==> config.mk <==
export PLATFORM = sky130hd
export DESIGN_NAME = memory_stage_flat
export DESIGN_NICKNAME = d
export VERILOG_FILES = /design/src/rtl/memory_stage_pkg.sv /design/src/rtl/memory_stage_if.sv /design/src/rtl/memory_stage_mem_wb_reg.sv /design/src/rtl/memory_stage.sv /design/src/flat_wrapper.sv
export SDC_FILE = /design/constraint.sdc
export NUM_CORES = 1
export LEC_CHECK = 0
export ABC_AREA = 1
export CORE_AREA = 2 2 118 120
export DETAILED_ROUTE_END_ITERATION = 6
export DIE_AREA = 0 0 120 122
export HOLD_SLACK_MARGIN = 0.15
export PLACE_DENSITY = 0.86
export SLEW_MARGIN = 40
export SYNTH_ARGS = -nofsm -noshare
export SYNTH_HDL_FRONTEND = slang
export SYNTH_SLANG_ARGS = --single-unit
export TNS_END_PERCENT = 5
==> constraint.sdc <==
create_clock -name clk -period 2.15 [get_ports clk]
set_input_delay 0.215 -clock clk [delete_from_list [all_inputs] [get_ports clk]]
set_output_delay 0.215 -clock clk [all_outputs]
set_load 0.005 [all_outputs]
==> src/rtl/memory_stage_pkg.sv <==
// Shared encodings for the memory stage: result-select codes and FSM states.
package memory_stage_pkg;

  localparam int WORD_SIZE = 32;

  localparam logic [1:0] RESULT_ALU = 2'b00;
  localparam logic [1:0] RESULT_MEM = 2'b01;
  localparam logic [1:0] RESULT_PC4 = 2'b10;

  typedef enum logic {
    MS_IDLE     = 1'b0,
    MS_WAIT_RSP = 1'b1
  } msState_t;

  // A load is any op that selects memory data for writeback.
  function automatic logic isLoadOp(input logic memWrite, input logic [1:0] resultSrc);
    return !memWrite && (resultSrc == RESULT_MEM);
  endfunction

endpackage

==> src/rtl/memory_stage_if.sv <==
// Data-memory bus: valid/ready request channel plus a valid-only response channel.
interface memory_stage_if #(
  parameter int DATA_W = 32
);
  logic              req_valid;
  logic              req_ready;
  logic              we;
  logic [DATA_W-1:0] addr;
  logic [DATA_W-1:0] wdata;
  logic              rsp_valid;
  logic [DATA_W-1:0] rdata;

  modport master (
    output req_valid, we, addr, wdata,
    input  req_ready, rsp_valid, rdata
  );

  modport slave (
    input  req_valid, we, addr, wdata,
    output req_ready, rsp_valid, rdata
  );
endinterface

==> src/rtl/memory_stage_mem_wb_reg.sv <==
// M/W pipeline register. A stall inserts a bubble (write enable cleared, other
// fields held) so a stalled instruction is never written back twice; kill lets
// the stage drop an instruction that faulted in memory.
module mem_wb_reg #(
  parameter int DATA_W = 32
) (
  input  logic              clk,
  input  logic              rst_n,
  input  logic              stall,
  input  logic              kill,
  input  logic              RegWriteM,
  input  logic [4:0]        RdM,
  input  logic [1:0]        ResultSrcM,
  input  logic [DATA_W-1:0] ALUResultM,
  input  logic [DATA_W-1:0] ReadDataM,
  input  logic [DATA_W-1:0] PCPlus4M,
  output logic              RegWriteW,
  output logic [4:0]        RdW,
  output logic [1:0]        ResultSrcW,
  output logic [DATA_W-1:0] ALUResultW,
  output logic [DATA_W-1:0] ReadDataW,
  output logic [DATA_W-1:0] PCPlus4W
);

  // Capture on advance, bubble on stall.
  always_ff @(posedge clk or negedge rst_n) begin
    if (!rst_n) begin
      RegWriteW  <= 1'b0;
      RdW        <= '0;
      ResultSrcW <= '0;
      ALUResultW <= '0;
      ReadDataW  <= '0;
      PCPlus4W   <= '0;
    end else if (stall) begin
      RegWriteW  <= 1'b0;
    end else begin
      RegWriteW  <= RegWriteM & ~kill;
      RdW        <= RdM;
      ResultSrcW <= ResultSrcM;
      ALUResultW <= ALUResultM;
      ReadDataW  <= ReadDataM;
      PCPlus4W   <= PCPlus4M;
    end
  end

endmodule

==> src/rtl/memory_stage.sv <==
// Memory stage: issues one data-memory request per load/store, stalls the
// pipeline while the access is outstanding, and feeds the W stage.
//
//   state       | meaning
//   MS_IDLE     | no access outstanding; requests are driven straight from M
//   MS_WAIT_RSP | load accepted, waiting for rsp_valid or the timeout
module memory_stage
  import memory_stage_pkg::*;
#(
  parameter int DATA_W      = WORD_SIZE,
  parameter int RSP_TIMEOUT = 16
) (
  input  logic              clk,
  input  logic              rst_n,
  input  logic [DATA_W-1:0] ALUResultM,
  input  logic [DATA_W-1:0] WriteDataM,
  input  logic [DATA_W-1:0] PCPlus4M,
  input  logic [4:0]        RdM,
  input  logic              RegWriteM,
  input  logic              MemWriteM,
  input  logic [1:0]        ResultSrcM,
  memory_stage_if.master    dmem,
  output logic              StallM,
  output logic              RegWriteW,
  output logic [4:0]        RdW,
  output logic [DATA_W-1:0] ResultW,
  output logic              mem_err
);

  localparam int CNT_W = $clog2(RSP_TIMEOUT + 1);
  localparam logic [CNT_W-1:0] CNT_LAST = CNT_W'(RSP_TIMEOUT - 1);

  msState_t          state, stateNext;
  logic [CNT_W-1:0]  cnt, cntNext;
  logic              isLoad, memOp, misaligned;
  logic              stallRaw, reqRaw, errRaw, killW;
  logic              regWriteQ;
  logic [1:0]        ResultSrcW;
  logic [DATA_W-1:0] ALUResultW, ReadDataW, PCPlus4W;

  assign isLoad     = isLoadOp(MemWriteM, ResultSrcM);
  assign memOp      = MemWriteM | isLoad;
  assign misaligned = memOp & (|ALUResultM[1:0]);

  // State and timeout counter registers.
  always_ff @(posedge clk or negedge rst_n) begin
    if (!rst_n) begin
      state <= MS_IDLE;
      cnt   <= '0;
    end else begin
      state <= stateNext;
      cnt   <= cntNext;
    end
  end

  // Next state, stall, request and error decode.
  always_comb begin
    stateNext = state;
    cntNext   = cnt;
    stallRaw  = 1'b0;
    reqRaw    = 1'b0;
    errRaw    = 1'b0;
    killW     = 1'b0;
    case (state)
      MS_IDLE: begin
        cntNext = '0;
        if (misaligned) begin
          errRaw = 1'b1;
          killW  = 1'b1;
        end else if (MemWriteM) begin
          reqRaw   = 1'b1;
          stallRaw = ~dmem.req_ready;
        end else if (isLoad) begin
          reqRaw   = 1'b1;
          stallRaw = 1'b1;
          if (dmem.req_ready) stateNext = MS_WAIT_RSP;
        end
      end
      MS_WAIT_RSP: begin
        // A response in the timeout cycle still counts as good data.
        if (dmem.rsp_valid) begin
          stateNext = MS_IDLE;
        end else if (cnt == CNT_LAST) begin
          errRaw    = 1'b1;
          killW     = 1'b1;
          stateNext = MS_IDLE;
        end else begin
          stallRaw = 1'b1;
          cntNext  = cnt + CNT_W'(1);
        end
      end
      default: stateNext = MS_IDLE;
    endcase
  end

  assign StallM         = stallRaw & rst_n;
  assign dmem.req_valid = reqRaw & rst_n;
  assign mem_err        = errRaw & rst_n;
  assign dmem.we        = MemWriteM;
  assign dmem.addr      = ALUResultM;
  assign dmem.wdata     = WriteDataM;

  mem_wb_reg #(.DATA_W(DATA_W)) uMemWb (
    .clk        (clk),
    .rst_n      (rst_n),
    .stall      (StallM),
    .kill       (killW),
    .RegWriteM  (RegWriteM),
    .RdM        (RdM),
    .ResultSrcM (ResultSrcM),
    .ALUResultM (ALUResultM),
    .ReadDataM  (dmem.rdata),
    .PCPlus4M   (PCPlus4M),
    .RegWriteW  (regWriteQ),
    .RdW        (RdW),
    .ResultSrcW (ResultSrcW),
    .ALUResultW (ALUResultW),
    .ReadDataW  (ReadDataW),
    .PCPlus4W   (PCPlus4W)
  );

  // x0 is hardwired, so never signal a write to it.
  assign RegWriteW = regWriteQ & (RdW != 5'd0);

  // Writeback select; the reserved code falls back to the ALU result.
  always_comb begin
    ResultW = ALUResultW;
    case (ResultSrcW)
      RESULT_MEM: ResultW = ReadDataW;
      RESULT_PC4: ResultW = PCPlus4W;
      default:    ResultW = ALUResultW;
    endcase
  end

endmodule

==> src/flat_wrapper.sv <==
// flat-port wrapper written by rule: the top's interface ports become plain ports
module memory_stage_flat import memory_stage_pkg::*;
#(
  parameter int DATA_W      = WORD_SIZE,
  parameter int RSP_TIMEOUT = 16
)
  (clk, rst_n, ALUResultM, WriteDataM, PCPlus4M, RdM, RegWriteM, MemWriteM, ResultSrcM, StallM, RegWriteW, RdW, ResultW, mem_err, dmem_req_valid, dmem_we, dmem_addr, dmem_wdata, dmem_req_ready, dmem_rsp_valid, dmem_rdata);
  memory_stage_if #(.DATA_W(DATA_W)) dmem_i ();
  input  logic clk;
  input  logic rst_n;
  input  logic [DATA_W-1:0] ALUResultM;
  input  logic [DATA_W-1:0] WriteDataM;
  input  logic [DATA_W-1:0] PCPlus4M;
  input  logic [4:0] RdM;
  input  logic RegWriteM;
  input  logic MemWriteM;
  input  logic [1:0] ResultSrcM;
  output logic StallM;
  output logic RegWriteW;
  output logic [4:0] RdW;
  output logic [DATA_W-1:0] ResultW;
  output logic mem_err;
  output wire logic [$bits(dmem_i.req_valid)-1:0] dmem_req_valid;
  output wire logic [$bits(dmem_i.we)-1:0] dmem_we;
  output wire logic [$bits(dmem_i.addr)-1:0] dmem_addr;
  output wire logic [$bits(dmem_i.wdata)-1:0] dmem_wdata;
  input wire logic [$bits(dmem_i.req_ready)-1:0] dmem_req_ready;
  input wire logic [$bits(dmem_i.rsp_valid)-1:0] dmem_rsp_valid;
  input wire logic [$bits(dmem_i.rdata)-1:0] dmem_rdata;
  assign dmem_req_valid = dmem_i.req_valid;
  assign dmem_we = dmem_i.we;
  assign dmem_addr = dmem_i.addr;
  assign dmem_wdata = dmem_i.wdata;
  assign dmem_i.req_ready = dmem_req_ready;
  assign dmem_i.rsp_valid = dmem_rsp_valid;
  assign dmem_i.rdata = dmem_rdata;
  memory_stage #(.DATA_W(DATA_W), .RSP_TIMEOUT(RSP_TIMEOUT)) u_core (.clk(clk), .rst_n(rst_n), .ALUResultM(ALUResultM), .WriteDataM(WriteDataM), .PCPlus4M(PCPlus4M), .RdM(RdM), .RegWriteM(RegWriteM), .MemWriteM(MemWriteM), .ResultSrcM(ResultSrcM), .dmem(dmem_i), .StallM(StallM), .RegWriteW(RegWriteW), .RdW(RdW), .ResultW(ResultW), .mem_err(mem_err));
endmodule
Word level (Yosys, flattened, before mapping). Index checks and enable logic that the tools add are counted.

Register bits after elaboration: 110. Logic and storage cells: 53.

Equality and inequality tests: 6. Mux-type cells: 23. Bitwise gates (word level): 10. Add/sub/neg operators: 1. Reductions and logical operators: 5.

Operator list (count): $pmux W32 S2 (1); $mux W1 (16); $mux W5 (2); $pmux W5 S2 (1); $and A1 B1 Y1 (6); $pmux W1 S2 (3); $add A5 B1 Y5 const B (1); $eq A5 B4 Y1 const B (1); $reduce_bool A5 Y1 (1); $eq A2 B1 Y1 const B (2); $ne A2 B2 Y1 const B (2); $not A1 Y1 (3); $eq A2 B2 Y1 const B (1); $reduce_and A2 Y1 (1); $reduce_or A2 Y1 (1); $logic_and A1 B1 Y1 (1); $logic_not A1 Y1 (1); $or A1 B1 Y1 (1).

Depth between registers and ports, before layout. Gate-level depths: netlist of the first run.

Depth after elaboration: 9. Gate-level depth with buffers: 11. Mapped depth without buffers: 9.

By module. From an unflattened synthesis of the first run, not the netlist that was laid out.

Cells, all modules: 710. Area total of the unflattened synthesis: 5627.9 um2.

By module, submodules not included: mem_wb_reg (sequential area each 2602.5 um2, instances 1, cells each 439, area an instance 3990.1 um2); memory_stage (sequential area each 150.1 um2, instances 1, cells each 271, area an instance 1637.8 um2).

Least setup slack after synthesis of the first run. OpenSTA, ideal clock, no wires.

Kind: register to register. Start: register u_core.cnt[0]. End: register u_core.uMemWb.RdW[1]. Required time: 2.033 ns. Path slack: 0.388 ns. Cell stages (with the launch flop): 11. Data arrival time: 1.646 ns. Path through: dfrtp_1 -> ha_1 -> nand2_1 -> nor2_1 -> ha_1 -> nor3_2 -> nand2_1 -> buf_2 -> buf_2 -> nand3_1 -> nand2_1.

Cells in the longest elaborated chain, start to end: 5.

Ends and longest elaborated chain: start: declaration (line memory_stage.sv:34) `logic [CNT_W-1:0] cnt, cntNext;`; start signal: assignment (line memory_stage.sv:52) `cnt <= cntNext;`; $eq A5 B4 Y1 (line memory_stage.sv:83) `end else if (cnt == CNT_LAST) begin`; $mux W1 (line memory_stage.sv:83); $mux W1 (line memory_stage.sv:81) `if (dmem.rsp_valid) begin`; $pmux W1 S2 (line memory_stage.sv:64) `case (state)`; $and A1 B1 Y1 (line memory_stage.sv:96) `assign StallM = stallRaw & rst_n;`; end signal: assignment (line memory_stage_mem_wb_reg.sv:38) `RdW <= RdM;`; end: declaration (line memory_stage_mem_wb_reg.sv:18) `output logic [4:0] RdW,`.

Every way passes these cells. A chain may end at the register's enable or synchronous reset.

Final worst setup path of the first run.
Start: register u_core.uMemWb.ResultSrcW[1]. End: output port ResultW[6].

Cells in the longest elaborated chain, start to end: 2. Elaborated cells on any way between the ends: 3. Those cells by class: eq/ne (2); mux (1).

Ends and longest elaborated chain: start: declaration (line memory_stage_mem_wb_reg.sv:19) `output logic [1:0] ResultSrcW,`; start signal: assignment (line memory_stage_mem_wb_reg.sv:39) `ResultSrcW <= ResultSrcM;`; $eq A2 B2 Y1 / $eq A2 B1 Y1 (equally long branches) (line memory_stage.sv:128) `case (ResultSrcW)`; $pmux W32 S2 (*) (line memory_stage.sv:128); end: declaration (line flat_wrapper.sv:21) `output logic [DATA_W-1:0] ResultW;`.

Every way passes the cells marked *; elsewhere a longest branch is shown, timed or not.

==> results.cfg, run 1 <==
[setup_path]
crit_type = flip-flop to output port
critPathLaunchType = flip-flop
crit_top_cell = a21oi_1
path_cells = ha_4 -> buf_12 -> a21oi_1 -> a21oi_1 -> clkdlybuf4s50_1
cp_slowest_cell = clkdlybuf4s50_1
slowest_delay_ns = 0.53
crit_required_ns = 1.93
cp-end-kind = output port
cp_data_arrival_time_ns = 2.04
cp_max_fo = 16

[synth]
synth_area_mm2 = 0.00565
async_reset_ff_share_pct = 100
synth_cell_types = 23
ys_seq_area_share_pct = 48.7
ys_ff_latch = 110
synth_cells = 718
yosysTopAreaCell = dfrtp_1
ys_top_cells_by_area = dfrtp_1, nand2_1, nand3_1
yosysMostFrequentCell = nand2_1
ys_top_cells_by_count = nand2_1, dfrtp_1, nand3_1
synth_top_area_share_pct = 48.7
synth_edf_count = 0
yosys_warnings = 0
synth-main-ff-cell = dfrtp_1
syn_area_per_cell_um2 = 7.87
synth_fp_nets = 864

[layout]
multi_input_area_mm2 = 0.00218
drive_gt1_share_pct = 6.51
final_cells = 1009
area_growth_pct = 34.6
antenna_cells = 0
seq_area_mm2 = 0.00275
design_area_mm2 = 0.00760
nNetsFinal = 973
fillerInstances = 1224
post-route-util_pct = 56.3

[route]
wl_met1_mm = 7.12
first_iter_violations = 437
via_per_inst = 5.06
route.met2.wl_mm = 7.52
wirelength_mm = 15.9
first_pass_iters = 5
avgRoutedWirePerCell_um = 15.8
maxUsedRoutingLayer = met4
vias = 5109
postRouteAntennaNets = 0
drc_errors = 0
dr_wl_met3_mm = 1.01

[floorplanning]
die_w_um = 120
die_y_um = 122
initial_core_util_pct = 41.8
num_rows = 43
dieArea_mm2 = 0.0146
coreArea_mm2 = 0.0135
ios = 247

[timing]
min_period_ns = 2.25
setup_tns_ns = -0.250
skew_ns = 0.00590
finalWorstSetupSlack_ns = -0.102
whs_ns = 0.426
worst_pin_slew_ns = 0.578
drv_slew = 0
post-route-period-util_pct = 105
hold_viol_final = 0
finalSetupViolCount = 3
rsz0062_at_grt = true
fmax_mhz = 444
maxSlewHeadroom_pct = 61.4

[cts]
cts.sinks = 110
root_buffer = clkbuf_16
clk_path_buf_depth = 2
worstSkewPairLatency_ns = 0.35
clkTransAtPathRegs_ns = 0.07
cts_tree = done
numCtsBuffers = 9
htree_levels = 3

[power]
pwr-share-seq_pct = 45.8
power.density_mw_per_mm2 = 669
power.share.clock_pct = 30.3
irDropWorstVdd_v = 0.000416
swShare_pct = 27.1
leakage_nw = 3.67
p_comb_share_pct = 24.0
p_sw_mw = 1.38
power_mw = 5.09
power.internal_mw = 3.71

[global_routing]
grt_pass1_wl_mm = 24.4
antenna_found_initial = 0
overflow = 0
grt_pass1_vias = 4825
track_usage_pct = 21.2
grt_max_degree = 105

[placed_design]
dpl_cell_area_mm2 = 0.00717
port-buffer-count = 182
dp_hpwl_mm = 10.5
place_ws_ns = -0.0217
gp_congestion = 0.842
dp_cells = 987

[hold_path]
hp-class = primary input to flip-flop

[outcome]
outcome = finished with violations
violations = negative setup slack

[job]
drv_cap = 0
==> cell type report <==
type                            instances  share of cell area, %
Sequential cell                       110                   36.2
Multi-Input combinational cell        484                   28.7
Timing Repair Buffer                  209                   28.0
Clock buffer                           12                   3.37
Tap cell                              180                   2.96
Inverter                               13                  0.642
Clock inverter                          1                 0.0987
==> power by group through the flow <==
stage / registers, mW / clock network [mW] / logic (mW)
floorplan: 2.34 / 0 / 0.567
global placement: 2.35 / 0 / 1.23
detailed placement: 2.36 / 0 / 1.24
CTS: 2.33 / 1.56 / 1.19
global route: 2.34 / 1.64 / 1.33
finish: 2.33 / 1.54 / 1.22
==> worst paths after layout <==
kind,from,to,slack (ns),depth (start not counted)
worst min register to register,u_core.uMemWb.ALUResultW[21],u_core.uMemWb.ALUResultW[21],0.47,2
min in group asynchronous,rst_n,u_core.uMemWb.RegWriteW,0.51,3
worst max register to register,u_core.cnt[0],u_core.uMemWb.ALUResultW[19],0.09,11
worst min-delay path,PCPlus4M[13],u_core.uMemWb.PCPlus4W[13],0.43,3
max in group asynchronous,rst_n,u_core.uMemWb.ReadDataW[28],0.52,4
worst max-delay path,u_core.uMemWb.ResultSrcW[1],ResultW[6],-0.10,5
==> routing by layer <==
metal	vias up	global-route usage, %
met3	25	3.18
met1	2411	30.0
met2	209	33.1
met5	-	0
li1	2464	-
met4	0	7.57
==> cell usage in the layout (no fill, tap or decap), drive strengths merged <==
cell type      count
a21boi             1
dlymetal6s2s       7
a21oi             66
clkinvlp           1
o21bai             1
nand2            250
nand4              1
and2               1
dfrtp            110
inv               13
a211oi             1
dlygate4sd3        1
o21ai              3
nor3               1
clkbuf            13
buf               26
o21a               1
clkdlybuf4s15      1
clkdlybuf4s50    149
dlygate4sd2       24
nor2              45
ha                 5
nand3            108
==> registers in the layout (all words and copies together) (netlist names) <==
name                      count
u_core.uMemWb.ALUResultW     32
u_core.cnt                    5
u_core.uMemWb.RegWriteW       1
u_core.uMemWb.ResultSrcW      2
u_core.state                  1
u_core.uMemWb.ReadDataW      32
u_core.uMemWb.PCPlus4W       32
u_core.uMemWb.RdW             5
==> cell families (layout without fill, tap and decap cells) <==
kind of cell             count (synthesis)  count (layout)  synth area share (%)
AO/OA/AOI/OAI                           73              73                  6.64
adder cells (fa/ha/maj)                  5               5                  1.11
buffers and inverters                  124             235                  13.8
flip-flops                             110             110                  48.7
AND/OR/NAND/NOR                        406             406                  29.7
==> worst max-delay path, delay by kind of cell (launching register included) <==
| family | cells | cell delay (ns) |
|---|---|---|
| AOI/OAI and AO/OA | 2 | 0.23 |
| adders and majority gates | 1 | 0.34 |
| DFF | 1 | 0.43 |
| buffers and inverters | 2 | 0.69 |
==> what timing repair did <==
item | 4_1_cts | 5_1_grt
buffers inserted | 1 | 6
endpoints found under the setup margin | 34 | 106
hold buffers | 1 | 0
pin swaps | 3 | 2
cloned | 0 | 1
endpoints found under the hold margin | 64 | 0
resized for setup | 41 | 16
No activity file was read; power rests on OpenSTA's default activity.
==> inputs of run 2 (changes only) <==
--- a/config.mk
+++ b/config.mk
@@ -9,6 +9,7 @@
 export CORE_AREA = 2 2 118 120
 export DETAILED_ROUTE_END_ITERATION = 6
 export DIE_AREA = 0 0 120 122
+export GPL_TIMING_DRIVEN = 0
 export HOLD_SLACK_MARGIN = 0.15
 export PLACE_DENSITY = 0.86
 export SLEW_MARGIN = 40
==> run 2 against run 1 <==
The run still ends with negative setup slack left; die area did not move; cell count rose by 13%; fmax fell by 4.1%; sequential share of layout area fell by 4.4 points; critical endpoint is now ResultW[28]; highest routed layer unchanged.
==> results.cfg, run 2 (synthesis results as in run 1) <==
[setup_path]
rrSetupSlack_ns = 0.08
cp_max_fo = 10
crit_type = flip-flop to output port
crit_top_cell = a21oi_1
crit_required_ns = 1.93
startpoint = u_core.uMemWb.ResultSrcW[0]
cp-end-kind = output port
slowest_delay_ns = 0.52
critPathLaunchType = flip-flop
crit_path_end = ResultW[28]
cp_data_arrival_time_ns = 2.13
worst_r2r_endpoint = u_core.uMemWb.PCPlus4W[2]
cp_slowest_cell = clkdlybuf4s50_1
r2r_cells = 11
path_cells = inv_2 -> ha_4 -> clkbuf_16 -> a21oi_1 -> a21oi_1 -> clkdlybuf4s50_1
r2r_start = u_core.cnt[0]

[cts]
cts_hold_buf = 5
numCtsBuffers = 9
worstSkewPairLatency_ns = 0.35
clkTransAtPathRegs_ns = 0.07
cts_tree = done
root_buffer = clkbuf_16
cts.sinks = 110
htree_levels = 3
clk_path_buf_depth = 2

[route]
drc_errors = 0
via_per_inst = 4.97
wirelength_mm = 18.0
avgRoutedWirePerCell_um = 15.8
vias = 5663
postRouteAntennaNets = 0
first_iter_violations = 487
first_pass_iters = 5

[global_routing]
grt_pass1_wl_mm = 27.9
antenna_found_initial = 0
track_usage_pct = 24.6
grt_pass1_vias = 5452
grt_max_degree = 77
overflow = 0

[timing]
finalSetupViolCount = 5
fmax_mhz = 426
min_period_ns = 2.35
hold_viol_final = 0
skew_ns = 0.00651
maxSlewHeadroom_pct = 66.5
post-route-period-util_pct = 109
finalWorstSetupSlack_ns = -0.197
worst_pin_slew_ns = 0.502
rsz0062_at_grt = true
drv_slew = 0

[job]
drv_cap = 0

[power]
power.density_mw_per_mm2 = 616
pwr-share-seq_pct = 43.8
swShare_pct = 27.9
power.internal_mw = 3.84
p_comb_share_pct = 27.3
p_sw_mw = 1.49
leakage_nw = 4.19
irDropWorstVdd_v = 0.000422
power.share.clock_pct = 28.8

[layout]
fillerInstances = 1126
top_regs = u_core.uMemWb.ALUResultW x32, u_core.uMemWb.PCPlus4W x32, u_core.uMemWb.ReadDataW x32
antenna_cells = 0
nNetsFinal = 1103
drive_gt1_share_pct = 16.5
post-route-util_pct = 64.1
area_growth_pct = 53.1
final_cells = 1140
mostFrequentLayoutCell = nand2_1
final_cell_mix = nand2_1, clkdlybuf4s50_1, dfrtp_1, nand3_1, buf_4

[floorplanning]
initial_core_util_pct = 41.8
coreArea_mm2 = 0.0135
num_rows = 43
dieArea_mm2 = 0.0146
ios = 247
die_w_um = 120
die_y_um = 122

[placed_design]
gp_congestion = 0.870
dp_hpwl_mm = 13.3
dp_cells = 1113
port-buffer-count = 214

[hold_path]
hp-class = primary input to asynchronous set/reset pin

[outcome]
outcome = finished with violations
violations = negative setup slack
-- run 2: cell types whose count changed in the layout (fill, tap and decap cells not counted), moves of 6 or more --
cell / change
buf_2: +18
buf_4: +57
buf_6: +6
clkbuf_2: +6
clkdlybuf4s50_1: +33
-- run 2: cell type report --
class	instances	area, um2	area share (%)
flip-flops and latches	110	2750	31.8
repair buffers	229	2280	26.4
multi-input cells	484	2190	25.3
plain buffers	110	887	10.3
clock buffers	10	239	2.76
well taps	180	225	2.60
inverters	13	53.8	0.622
clock inverters	4	25.0	0.289
-- run 2: power by group through the flow --
stage	combinational, mW	sequential (mW)	clock [mW]
after floorplan	0.567	2.34	0
after global placement	1.37	2.36	0
after global routing	1.58	2.35	1.63
after detailed placement	1.40	2.36	0
after CTS	1.45	2.33	1.55
final	1.46	2.33	1.54
-- run 2: worst min path at each step --
stage | from | end | slack (ns) | cells after the start
after floorplan | rst_n | u_core.cnt[0] | -0.08 | 0
after global placement | u_core.uMemWb.PCPlus4W[25] | u_core.uMemWb.PCPlus4W[25] | 0.45 | 2
after detailed placement | rst_n | u_core.uMemWb.PCPlus4W[15] | 0.11 | 1
after CTS | rst_n | u_core.uMemWb.PCPlus4W[17] | 0.04 | 4
after global routing | rst_n | u_core.uMemWb.PCPlus4W[16] | 0.06 | 4
final | rst_n | u_core.uMemWb.PCPlus4W[16] | 0.02 | 4
-- run 2: routing by layer --
| metal | vias up | part of all wire, % | wire, um | track usage [%] |
|---|---|---|---|---|
| met5 | - | 0 | 0 | 0 |
| met4 | 0 | 2.2 | 396 | 8.53 |
| met3 | 31 | 8.1 | 1450 | 5.57 |
| met2 | 250 | 49 | 8730 | 40.7 |
| li1 | 2728 | - | - | - |
| met1 | 2654 | 41 | 7400 | 31.9 |
-- run 2: worst max-delay path: cells and delay by family, from the launching register on --
kind	cells	cell delay, ns
flip-flops	1	0.42
AO/OA/AOI/OAI	2	0.23
buffers and inverters	3	0.77
adder cells (fa/ha/maj)	1	0.35
-- run 2: stage by stage --
step                      power (mW)  hold slack [ns]  setup slack, ns  instance area, um2  TNS [ns]
after CTS                       5.32           0.0413           -0.166                8620    -0.904
after floorplan                 2.90          -0.0806            0.388                5650         0
after global routing            5.56           0.0574           -0.267                8650     -1.01
after detailed placement        3.76            0.107           -0.456                8050    -10.56
after global placement          3.74            0.453            -4.72                8020   -827.64
final                           5.33           0.0213           -0.197                8650    -0.588
-- run 2: repair_timing --
item                       CTS  global route
pin swaps                    4             4
hold endpoints to repair   110            73
setup endpoints to repair   34            55
gates resized for setup     82            28
buffers inserted             7             2
